--- config.mk ---
export PLATFORM = sky130hd
export DESIGN_NAME = dds_sweep_controller_flat
export DESIGN_NICKNAME = d
export VERILOG_FILES = /design/src/rtl/dds_sweep_controller_if.sv /design/src/rtl/dds_sweep_controller.sv /design/src/flat_wrapper.sv
export SDC_FILE = /design/constraint.sdc
export NUM_CORES = 1
export LEC_CHECK = 0
export ABC_AREA = 0
export CORE_MARGIN = 2
export CORE_UTILIZATION = 30
export DETAILED_ROUTE_END_ITERATION = 12
export GPL_TIMING_DRIVEN = 0
export PLACE_DENSITY_LB_ADDON = 0.1
export SLEW_MARGIN = 20
export SYNTH_ARGS = -nofsm -noshare
export SYNTH_HDL_FRONTEND = slang
export SYNTH_SLANG_ARGS = --single-unit
--- constraint.sdc ---
create_clock -name clk -period 8.71 [get_ports clk]
set_clock_uncertainty 0.05 [all_clocks]
set_input_delay 2.613 -clock clk [delete_from_list [all_inputs] [get_ports clk]]
set_output_delay 2.613 -clock clk [all_outputs]
set_load 0.05 [all_outputs]
--- src/rtl/dds_sweep_controller_if.sv ---
// Config handshake bundle for the DDFS sweep sequencer.
// master: host drives cfg_valid and the sweep words; slave: sequencer returns cfg_ready.
interface dds_sweep_controller_if #(
    parameter int FTW_W   = 32,
    parameter int DWELL_W = 16
);
    logic               cfg_valid;
    logic               cfg_ready;
    logic [FTW_W-1:0]   cfg_start_ftw;
    logic [FTW_W-1:0]   cfg_stop_ftw;
    logic [FTW_W-1:0]   cfg_step_ftw;
    logic [DWELL_W-1:0] cfg_dwell;
    logic [1:0]         cfg_mode;

    modport master (
        output cfg_valid, cfg_start_ftw, cfg_stop_ftw,
        output cfg_step_ftw, cfg_dwell, cfg_mode,
        input  cfg_ready
    );

    modport slave (
        input  cfg_valid, cfg_start_ftw, cfg_stop_ftw,
        input  cfg_step_ftw, cfg_dwell, cfg_mode,
        output cfg_ready
    );
endinterface

--- src/rtl/dds_sweep_controller.sv ---
// Linear FTW sweep sequencer (single / repeat / up-down) for the DDFS phase accumulator.
// Ports: clk, reset (async high), cfg (config handshake), start/abort in; ftw_out, ftw_valid, acc_clr, step_tick, busy, done out.
module dds_sweep_controller #(
    parameter int FTW_W   = 32,
    parameter int DWELL_W = 16
) (
    input  logic               clk,
    input  logic               reset,
    dds_sweep_controller_if.slave cfg,
    input  logic               start,
    input  logic               abort,
    output logic [FTW_W-1:0]   ftw_out,
    output logic               ftw_valid,
    output logic               acc_clr,
    output logic               step_tick,
    output logic               busy,
    output logic               done
);
    typedef enum logic [1:0] {IDLE, RUN, DONE} state_t;

    state_t             state, state_n;
    logic [FTW_W-1:0]   start_r, stop_r, step_r;
    logic [DWELL_W-1:0] dwell_r;
    logic [1:0]         mode_r;

    logic [DWELL_W-1:0] cnt, cnt_n;
    logic [FTW_W-1:0]   ftw_n;
    logic               dir_dn, dir_dn_n;
    logic               valid_n, clr_n, tick_n, busy_n, done_n;

    // One extra bit so the add cannot wrap and the subtract exposes a borrow.
    logic [FTW_W:0]     sum, diff;
    logic [FTW_W-1:0]   up_val, dn_val;
    logic               degen;

    assign cfg.cfg_ready = (state == IDLE);

    assign sum    = {1'b0, ftw_out} + {1'b0, step_r};
    assign diff   = {1'b0, ftw_out} - {1'b0, step_r};
    assign up_val = (sum > {1'b0, stop_r}) ? stop_r : sum[FTW_W-1:0];
    assign dn_val = (diff[FTW_W] || diff[FTW_W-1:0] < start_r)
                  ? start_r : diff[FTW_W-1:0];
    assign degen  = (step_r == '0) || (start_r >= stop_r);

    always_ff @(posedge clk or posedge reset) begin
        if (reset) begin
            start_r <= '0;
            stop_r  <= '0;
            step_r  <= '0;
            dwell_r <= '0;
            mode_r  <= '0;
        end else if (cfg.cfg_valid && state == IDLE) begin
            start_r <= cfg.cfg_start_ftw;
            stop_r  <= cfg.cfg_stop_ftw;
            step_r  <= cfg.cfg_step_ftw;
            dwell_r <= cfg.cfg_dwell;
            mode_r  <= cfg.cfg_mode;
        end
    end

    always_ff @(posedge clk or posedge reset) begin
        if (reset) begin
            state     <= IDLE;
            cnt       <= '0;
            dir_dn    <= 1'b0;
            ftw_out   <= '0;
            ftw_valid <= 1'b0;
            acc_clr   <= 1'b0;
            step_tick <= 1'b0;
            busy      <= 1'b0;
            done      <= 1'b0;
        end else begin
            state     <= state_n;
            cnt       <= cnt_n;
            dir_dn    <= dir_dn_n;
            ftw_out   <= ftw_n;
            ftw_valid <= valid_n;
            acc_clr   <= clr_n;
            step_tick <= tick_n;
            busy      <= busy_n;
            done      <= done_n;
        end
    end

    always_comb begin
        state_n  = state;
        cnt_n    = cnt;
        dir_dn_n = dir_dn;
        ftw_n    = ftw_out;
        valid_n  = ftw_valid;
        busy_n   = busy;
        clr_n    = 1'b0;
        tick_n   = 1'b0;
        done_n   = 1'b0;
        unique case (state)
            IDLE: begin
                valid_n = 1'b0;
                busy_n  = 1'b0;
                if (start && !abort) begin
                    state_n  = RUN;
                    ftw_n    = start_r;
                    cnt_n    = dwell_r;
                    dir_dn_n = 1'b0;
                    valid_n  = 1'b1;
                    busy_n   = 1'b1;
                    clr_n    = 1'b1;
                end
            end
            RUN: begin
                if (abort) begin
                    state_n = IDLE;
                    valid_n = 1'b0;
                    busy_n  = 1'b0;
                end else if (cnt != '0) begin
                    cnt_n = cnt - 1'b1;
                end else begin
                    // End of dwell: advance, reload, turn around, or finish.
                    cnt_n  = dwell_r;
                    tick_n = 1'b1;
                    if (degen) begin
                        state_n = DONE;
                    end else if (!dir_dn) begin
                        if (ftw_out != stop_r) begin
                            ftw_n = up_val;
                        end else begin
                            unique case (mode_r)
                                2'd1: begin
                                    ftw_n = start_r;
                                    clr_n = 1'b1;
                                end
                                2'd2: begin
                                    dir_dn_n = 1'b1;
                                    ftw_n    = dn_val;
                                end
                                default: state_n = DONE;
                            endcase
                        end
                    end else if (ftw_out != start_r) begin
                        ftw_n = dn_val;
                    end else begin
                        dir_dn_n = 1'b0;
                        ftw_n    = up_val;
                    end
                    if (state_n == DONE) begin
                        tick_n  = 1'b0;
                        valid_n = 1'b0;
                        busy_n  = 1'b0;
                        done_n  = 1'b1;
                    end
                end
            end
            DONE: begin
                state_n = IDLE;
                valid_n = 1'b0;
                busy_n  = 1'b0;
            end
            default: state_n = IDLE;
        endcase
    end
endmodule

--- src/flat_wrapper.sv ---
// flat-port wrapper written by rule: the top's interface ports become plain ports
module dds_sweep_controller_flat 
#(
    parameter int FTW_W   = 32,
    parameter int DWELL_W = 16
)
  (clk, reset, start, abort, ftw_out, ftw_valid, acc_clr, step_tick, busy, done, cfg_cfg_valid, cfg_cfg_start_ftw, cfg_cfg_stop_ftw, cfg_cfg_step_ftw, cfg_cfg_dwell, cfg_cfg_mode, cfg_cfg_ready);
  dds_sweep_controller_if #(.FTW_W(FTW_W), .DWELL_W(DWELL_W)) cfg_i ();
  input  logic clk;
  input  logic reset;
  input  logic start;
  input  logic abort;
  output logic [FTW_W-1:0] ftw_out;
  output logic ftw_valid;
  output logic acc_clr;
  output logic step_tick;
  output logic busy;
  output logic done;
  input wire logic [$bits(cfg_i.cfg_valid)-1:0] cfg_cfg_valid;
  input wire logic [$bits(cfg_i.cfg_start_ftw)-1:0] cfg_cfg_start_ftw;
  input wire logic [$bits(cfg_i.cfg_stop_ftw)-1:0] cfg_cfg_stop_ftw;
  input wire logic [$bits(cfg_i.cfg_step_ftw)-1:0] cfg_cfg_step_ftw;
  input wire logic [$bits(cfg_i.cfg_dwell)-1:0] cfg_cfg_dwell;
  input wire logic [$bits(cfg_i.cfg_mode)-1:0] cfg_cfg_mode;
  output wire logic [$bits(cfg_i.cfg_ready)-1:0] cfg_cfg_ready;
  assign cfg_i.cfg_valid = cfg_cfg_valid;
  assign cfg_i.cfg_start_ftw = cfg_cfg_start_ftw;
  assign cfg_i.cfg_stop_ftw = cfg_cfg_stop_ftw;
  assign cfg_i.cfg_step_ftw = cfg_cfg_step_ftw;
  assign cfg_i.cfg_dwell = cfg_cfg_dwell;
  assign cfg_i.cfg_mode = cfg_cfg_mode;
  assign cfg_cfg_ready = cfg_i.cfg_ready;
  dds_sweep_controller #(.FTW_W(FTW_W), .DWELL_W(DWELL_W)) u_core (.clk(clk), .reset(reset), .cfg(cfg_i), .start(start), .abort(abort), .ftw_out(ftw_out), .ftw_valid(ftw_valid), .acc_clr(acc_clr), .step_tick(step_tick), .busy(busy), .done(done));
endmodule
Yosys cells after proc, flatten, opt, wreduce, memory -nomap -nowiden
Cells that the tools add are included.
{"block": "totals", "register_bits": 169, "input_bits": 119, "out_inout_bits": 38, "wordCells": 104}
{"block": "classes", "add_sub_neg": 3, "n_lt_le_gt_ge": 3, "eq_ne": 14, "muxes": 55, "reduce_logical": 16}
{"cell": "2-to-1 mux 32 bit", "count": 9}
{"cell": "one-hot mux 32 bit (2 select lines)", "count": 2}
{"cell": "inequality test 32 bit", "count": 2}
{"cell": "2-to-1 mux 16 bit", "count": 3}
{"cell": "adder 32 x 32 -> 33 bit", "count": 1}
{"cell": "greater-than comparator 33 x 32 -> 1 bit", "count": 1}
{"cell": "subtractor 32 x 32 -> 33 bit", "count": 1}
{"cell": ">= comparator 32 bit", "count": 1}
{"cell": "logical NOT 32 bit", "count": 1}
{"cell": "< comparator 32 bit", "count": 1}
{"cell": "one-hot mux 16 bit (2 select lines)", "count": 1}
{"cell": "2-to-1 mux 1 bit", "count": 26}
{"cell": "2-to-1 mux 2 bit", "count": 10}
{"cell": "nonzero test 16 bit", "count": 1}
{"cell": "subtractor 16 x 1 -> 16 bit (second input constant)", "count": 1}
{"cell": "== test 2 bit (second input constant)", "count": 3}
{"cell": "inequality test 2 bit (second input constant)", "count": 3}
{"cell": "AND reduction 3 bit", "count": 2}
{"cell": "AND reduction 6 bit", "count": 1}
{"cell": "inequality test 5 x 3 -> 1 bit (second input constant)", "count": 1}
{"cell": "AND reduction 5 bit", "count": 1}
{"cell": "== test 2 x 1 -> 1 bit (second input constant)", "count": 2}
{"cell": "one-hot mux 1 bit (2 select lines)", "count": 2}
{"cell": "one-hot mux 2 bit (2 select lines)", "count": 1}
{"cell": "other kinds (12)", "count": 14}

Depth between registers and ports, before layout
Gate-level depths: netlist (run 1).
{"block": "depth", "depth_word": 14, "depth_mapped": 26, "mapped_depth_nobuf": 23}

Worst setup path before layout (run 1)
No wires, ideal clock.
{"block": "synth_timing", "path_type": "reg2reg", "start": "reg u_core.ftw_out[0]", "end": "reg u_core.ftw_out[19]", "setup_time_ps": 138, "t_arrival_ps": 5118, "t_required_ps": 8522, "setup_slack_ps": 3404, "path_stages_with_launch": 22, "n_path_buf": 1, "synth_period_minus_slack_ps": 5306, "path_cell_list": "dfrtp_1 > ha_1 > inv_1 > fa_1 > nor3_2 > o311ai_4 > a31oi_1 > a211oi_1 > o31ai_1 > a21boi_0 > xnor2_1 > ha_1 > nand4_1 > or4_1 > a211oi_1 > nor3_1 > a21oi_1 > a211oi_4 > buf_6 > mux2_4 > a222oi_1 > o22ai_1"}
{"block": "synth_between", "elab_chain_cells": 11, "word_cells_on_any_way": 19, "cone_classes": "2 x add/sub; 2 x order compare; 3 x eq/ne; 10 x mux; 2 x reduce/logical"}
{"item": "start: declaration", "line": "dds_sweep_controller.sv:12", "text": "output logic [FTW_W-1:0] ftw_out,"}
{"item": "start signal: assignment", "line": "dds_sweep_controller.sv:76", "text": "ftw_out <= ftw_n;"}
{"item": "subtractor 32 x 32 -> 33 bit", "line": "dds_sweep_controller.sv:39", "text": "assign diff = {1'b0, ftw_out} - {1'b0, step_r};"}
{"item": "< comparator 32 bit", "line": "dds_sweep_controller.sv:41", "text": "assign dn_val = (diff[FTW_W] || diff[FTW_W-1:0] < start_r)"}
{"item": "logical OR 1 bit", "line": "dds_sweep_controller.sv:41"}
{"item": "2-to-1 mux 32 bit", "line": "dds_sweep_controller.sv:42", "text": "? start_r : diff[FTW_W-1:0];"}
{"item": "one-hot mux 32 bit (2 select lines)", "line": "dds_sweep_controller.sv:126", "text": "unique case (mode_r)"}
{"item": "2-to-1 mux 32 bit", "line": "dds_sweep_controller.sv:123", "text": "if (ftw_out != stop_r) begin"}
{"item": "2-to-1 mux 32 bit", "line": "dds_sweep_controller.sv:122", "text": "end else if (!dir_dn) begin"}
{"item": "2-to-1 mux 32 bit", "line": "dds_sweep_controller.sv:120", "text": "if (degen) begin"}
{"item": "2-to-1 mux 32 bit", "line": "dds_sweep_controller.sv:114", "text": "end else if (cnt != '0) begin"}
{"item": "2-to-1 mux 32 bit", "line": "dds_sweep_controller.sv:110", "text": "if (abort) begin"}
{"item": "one-hot mux 32 bit (2 select lines)", "line": "dds_sweep_controller.sv:95", "text": "unique case (state)"}
Parallel ways exist; a longest one is shown, timed or not. The select of a mux whose other input is x is not followed.
A chain may end at the register's enable or synchronous reset.

Worst setup path in the final report (run 1)
{"block": "layout_timing", "start": "reg u_core.ftw_out[0]", "end": "reg u_core.ftw_out[3]"}
Same word-level chain as after synthesis.

==> metrics, run 1 <==
CTS Hold Buffers Added=0; clk slew on worst S/H paths=~0.08 ns; commonest register cell after synthesis=dfrtp_1; I/O pin count=157; grt total ovfl=0; FP Rows=80; Clock Path Buffers=2; clock tree from TritonCTS=yes; most frequent cells in the layout=dfrtp_1 (169), ha_1 (165), clkdlybuf4s50_1 (155); Warnings, synthesis=0; worst-path fanout max=10; Seq cells post-synth=169; setup bufs post-CTS=0; Post-Synthesis Cells=1,574; layout cell share with drive strength beyond 1=between 10% and 20%; Core ar.=0.04765 mm^2; Global Route Usage Sum=22.83%; Syn Nets=1,860; total iterations of the first detailed-routing run=5; vias in the first global route=12,591; HP Class=reg -> reg; Final nets=2,036; first-pass GRT wire length=82,940 um; Initial Util=30.32%; Worst Hold Launch=u_core.dwell_r[8]; RSZ-0062 raised after global routing=false; HPWL Detailed=45,160 um; clk sinks=about 170; CP Class=reg -> reg; DIE HEIGHT=223.4 um; run status=complete, no violations; H-tree lvl count=4; max cap viols=0; Worst Path Required=between 9 and 10 ns; # setup viols final=0; Worst EP arrival=roughly 7.5 ns; Slew @ Worst Pin=0.9551 ns; largest net degree at the start of global routing=a little under 70; Max transition margin=36.32%; DRC Markers=0; count of different cell masters after synthesis=93; Tcrit/Tclk final=81.50%; Post-Place Setup Slack=~1.7 ns; CTS Root Cell=clkbuf_16; Slew Viols, Final=0; Mean Syn Cell Area=about 9.2 um^2; FMAX=140.9 MHz; chip width=223.4 um; RePlAce Congestion=approximately 0.88; Detail Route Antenna Nets=0; Worst-Skew Late Latency=0.51 ns; Final Hold Viols=0; sequential-to-total area share from yosys stat=between 20% and 30%; Worst setup EP type=flop; vias per cell=roughly 5.3; CTS resizes=0; PortBufs=around 160; drt initial violations=799; final WL=56,030 um; final worst slack=approximately 1.6 ns; placed cell areas=0.01683 mm^2; critical path startpoint=u_core.ftw_out[0]; min Tclk post-route=7.099 ns; initial antenna violation count=0; vias after detailed routing=12,553; routed len/inst=23.57 um; Layout area overhead=20.43%; most common cell after layout, fill and taps aside=dfrtp_1; crit start category=flop; Mapped Area=approximately 0.014 mm^2; post-route cell area=0.01740 mm^2; Die ar.=0.04992 mm^2; Async SR Flop Fraction=100.0%; CTS buffer count=17; RR Startpoint=u_core.ftw_out[0]; number of enable flip-flop cells after synthesis=0; ANT cells=0
[layer usage]
layer	GRT usage (%)	vias to the layer above	wire length (um)
met5	0	-	0
met4	7.806	0	1445
met3	5.927	62	3464
met2	36.27	353	25780
met1	30.05	6104	25340
li1	-	6034	-
[critical path, stage by stage (launching register included)]
cell and delay (ns):
dfrtp_1 0.50, inv_1 0.10, ha_1 0.16, inv_1 0.06, fa_1 0.43, a211oi_1 0.25
o21a_1 0.26, a21oi_2 0.15, o2111ai_1 0.47, a21oi_1 0.19, o21ba_2 0.28, o311ai_0 0.70
ha_1 0.25, nand4_1 0.08, or2_2 0.34, nor3_1 0.45, o21ai_0 0.47, o2bb2ai_1 0.39
nor2_2 0.50, buf_2 0.49, o2bb2ai_1 0.17, a22oi_1 0.08, a21oi_1 0.17
[area by class of cell]
| type | count | area [um^2] |
|---|---|---|
| clock buffer | 19 | 442.9 |
| buffer | 66 | 366.6 |
| multi-input combinational | 1193 | 9308 |
| fill | 4985 | 30250 |
| clock inverter | 12 | 115.1 |
| timing repair buffer | 157 | 1607 |
| inverter | 146 | 558.0 |
| sequential | 169 | 4229 |
| tap | 615 | 769.5 |
[through the flow]
stage | hold WS [ns] | instances | TNS, ns | util, %
global route | 0.4760 | 2377 | 0 | 36.51
CTS | 0.4601 | 2377 | 0 | 36.50
finish | 0.4557 | 2377 | 0 | 36.51
global placement | 0.4399 | 2344 | -276.92 | 35.19
floorplan | 0.4208 | 1574 | 0 | -
detailed placement | 0.4440 | 2346 | 0 | 35.33
[Yosys cell counts (all sizes together) (32+ instances only)]
| cell | n | area share (%) |
|---|---|---|
| inv | 145 | 3.8 |
| nor3 | 32 | 1.2 |
| o21ai | 74 | 2.6 |
| dfrtp | 169 | 29 |
| nand2 | 61 | 1.6 |
| ha | 165 | 14 |
| mux2 | 124 | 9.7 |
| nor2 | 101 | 2.7 |
| buf | 38 | 1.8 |
| xor2 | 72 | 4.4 |
| xnor2 | 45 | 2.7 |
| a21oi | 141 | 5.0 |
[final timing paths]
check	to	slack (ns)	cells after the start
worst max-delay path	u_core.ftw_out[3]	1.61	22
worst min-delay path	u_core.dwell_r[8]	0.46	1
worst max register to register	u_core.ftw_out[3]	1.61	22
worst min register to register	u_core.dwell_r[8]	0.46	1
max in group asynchronous	u_core.ftw_out[20]	5.19	4
min in group asynchronous	u_core.start_r[7]	2.45	2
[cell families after synthesis]
family	after synthesis	synth area share [%]
AOI/OAI and AO/OA	417	19.39
and+or+nand+nor	347	12.15
buffers and inverters	212	6.341
DFF	169	29.28
adders and majority gates	167	14.57
muxes	145	11.17
xor gates and xnor gates	117	7.095
[flip-flops by register name (all words and copies together), names as in the netlist]
register          cells
u_core.dwell_r       16
u_core.state          2
u_core.start_r       32
u_core.ftw_valid      1
u_core.done           1
u_core.cnt           16
u_core.step_tick      1
u_core.ftw_out       32
u_core.acc_clr        1
u_core.stop_r        32
u_core.mode_r         2
u_core.step_r        32
u_core.dir_dn         1
Power of run 1 is left out: the tool's default activity adds up to more than one toggle a clock period on the data nets, which glitch-free logic cannot reach.
==> inputs of run 2 (changes only) <==
==> constraint.sdc (replaced) <==
create_clock -name clk -period 7.2 [get_ports clk]
set_clock_uncertainty 0.05 [all_clocks]
set_input_delay 2.16 -clock clk [delete_from_list [all_inputs] [get_ports clk]]
set_output_delay 2.16 -clock clk [all_outputs]
set_load 0.05 [all_outputs]
==> run 2 against run 1 <==
Compared with the run above: non-clock buffer count is the same; wire length grew 0.11%; sequential share of layout area about the same; core utilization barely moved; count of clock-buffer cells in the layout unchanged; critical endpoint unchanged.
==> metrics, run 2 (synthesis results as in run 1) <==
HPWL Detailed=45,160 um (unchanged); clock tree from TritonCTS=yes; crit start category=flop; most frequent cells in the layout=dfrtp_1 (169), ha_1 (165), clkdlybuf4s50_1 (155); ANT cells=0 (unchanged); Worst EP arrival=7.24 ns (-0.25 ns); RR Endpoint=u_core.ftw_out[3]; RR Startpoint=u_core.ftw_out[13]; dpl cells=2,346 (unchanged); Worst Hold Launch=u_core.dwell_r[8]; Initial Util=30.32% (unchanged); vias per cell=5.279 (about the same); CTS buffer count=17 (unchanged); vias after detailed routing=12,547 (-0.048%); FMAX=145.9 MHz (+3.6%); CTS Root Cell=clkbuf_16; Worst Path Required=7.59 ns (-1.51 ns); HP Class=reg -> reg; Detail Route Antenna Nets=0 (unchanged); R2R Setup Slk=0.35 ns (-1.26 ns); Core ar.=0.04765 mm^2 (unchanged); largest net degree at the start of global routing=68 (unchanged); final WL=56,090 um (+0.11%); Worst Hold Depth=1 (unchanged); Hold EP=u_core.dwell_r[8]; Slew @ Worst Pin=0.9677 ns (+0.01254 ns); min Tclk post-route=6.853 ns (-0.2458 ns); Final nets=2,036 (unchanged); max cap viols=0 (unchanged); Slew Viols, Final=0 (unchanged); clk sinks=169 (unchanged); FP Rows=80 (unchanged); drt initial violations=758 (-5.1%); RePlAce Congestion=0.8759 (unchanged); Layout area overhead=20.48% (about the same); I/O pin count=157 (unchanged); Global Route Usage Sum=22.83% (unchanged); PortBufs=155 (unchanged); Max transition margin=35.49% (-0.84 points); Tcrit/Tclk final=95.18% (+14 points); most common cell after layout, fill and taps aside=dfrtp_1; vias in the first global route=12,591 (unchanged); Clock Path Buffers=2 (unchanged); CP Class=reg -> reg; worst-path fanout max=10 (unchanged); Worst setup EP type=flop; H-tree lvl count=4 (unchanged); first-pass GRT wire length=82,940 um (unchanged); initial antenna violation count=0 (unchanged); run status=complete, no violations; Final Instance Count excl. Fillers=2,377 (unchanged); Reg2Reg Depth=20 (-9.1%); routed len/inst=23.60 um (+0.11%); clk slew on worst S/H paths=0.08 ns (about the same); Final Hold Viols=0 (unchanged); total iterations of the first detailed-routing run=5 (unchanged); layout cell share with drive strength beyond 1=12.77% (+0.057 points); setup bufs post-CTS=0 (unchanged); grt total ovfl=0 (unchanged); RSZ-0062 raised after global routing=false; CTS Hold Buffers Added=0 (unchanged); DIE HEIGHT=223.4 um (unchanged); Worst-Skew Late Latency=0.51 ns (about the same); Die ar.=0.04992 mm^2 (unchanged); # setup viols final=0 (unchanged); chip width=223.4 um (unchanged); DRC Markers=0 (unchanged)
-- run 2: cell count changes in the layout (fill, tap and decap cells not counted) --
cell | before | now
nor4_1 | 31 | 30
nor4_2 | 0 | 1
o21ai_0 | 63 | 62
o21ai_1 | 11 | 12
o311ai_0 | 1 | 0
o311ai_1 | 2 | 3
-- run 2: stage by stage --
stage	utilization, %	setup slack (ns)	instance area [um^2]	TNS, ns	hold WS, ns
final	36.52	0.3467	17400	0	0.4557
after global routing	36.52	0.03745	17400	0	0.4760
after CTS	36.50	0.1348	17390	0	0.4601
after detailed placement	35.33	0.1959	16830	0	0.4440
after global placement	35.19	-2.719	16760	-455.55	0.4399
after floorplan	-	0.4149	14440	0	0.4208
-- run 2: area by class of cell --
type / count / area, um^2
multi-input cells: 1193 / 9314
flip-flops and latches: 169 / 4229
fillers: 4983 / 30240
repair buffers: 157 / 1607
clock inverters: 12 / 115.1
clock buffers: 19 / 442.9
well taps: 615 / 769.5
inverters: 146 / 558.0
plain buffers: 66 / 366.6
-- run 2: metal layers --
metal  wire length [um]  vias to the layer above  global-route usage, %  part of all wire [%]
li1                   -                     6035                      -                     -
met1              25330                     6102                  30.05                    45
met2              25770                      350                  36.27                    46
met3               3550                       60                  5.927                   6.3
met4               1444                        0                  7.806                   2.6
met5                  0                        -                      0                     0
-- run 2: critical path: stages (launching register included) --
cell	delay, ns
dfrtp_1	0.52
ha_1	0.42
clkbuf_1	0.47
and3_1	0.42
a31o_2	0.20
a311o_1	0.37
a21oi_1	0.13
a21oi_1	0.32
mux2_2	0.39
and2_1	0.16
ha_1	0.31
nand4_1	0.10
or2_2	0.34
nor3_1	0.46
o21ai_1	0.35
o2bb2ai_1	0.36
nor2_2	0.50
buf_2	0.49
o2bb2ai_1	0.17
a22oi_1	0.08
a21oi_1	0.18
-- run 2: worst max-delay path by stage --
stage | startpoint | end | slack [ns] | depth (start not counted)
global route | u_core.ftw_out[0] | u_core.ftw_out[25] | 0.04 | 23
finish | u_core.ftw_out[13] | u_core.ftw_out[3] | 0.35 | 20
detailed placement | u_core.ftw_out[0] | u_core.ftw_out[3] | 0.20 | 22
CTS | u_core.ftw_out[0] | u_core.ftw_out[3] | 0.13 | 22
floorplan | reset | u_core.acc_clr | 0.41 | 1
global placement | reset | u_core.step_r[16] | -2.72 | 2
-- run 2: what timing repair did --
action	CTS	global route
gates resized for setup	0	3
endpoints found under the hold margin	0	0
setup endpoints to repair	0	16
Power of run 2 is left out for the same reason.
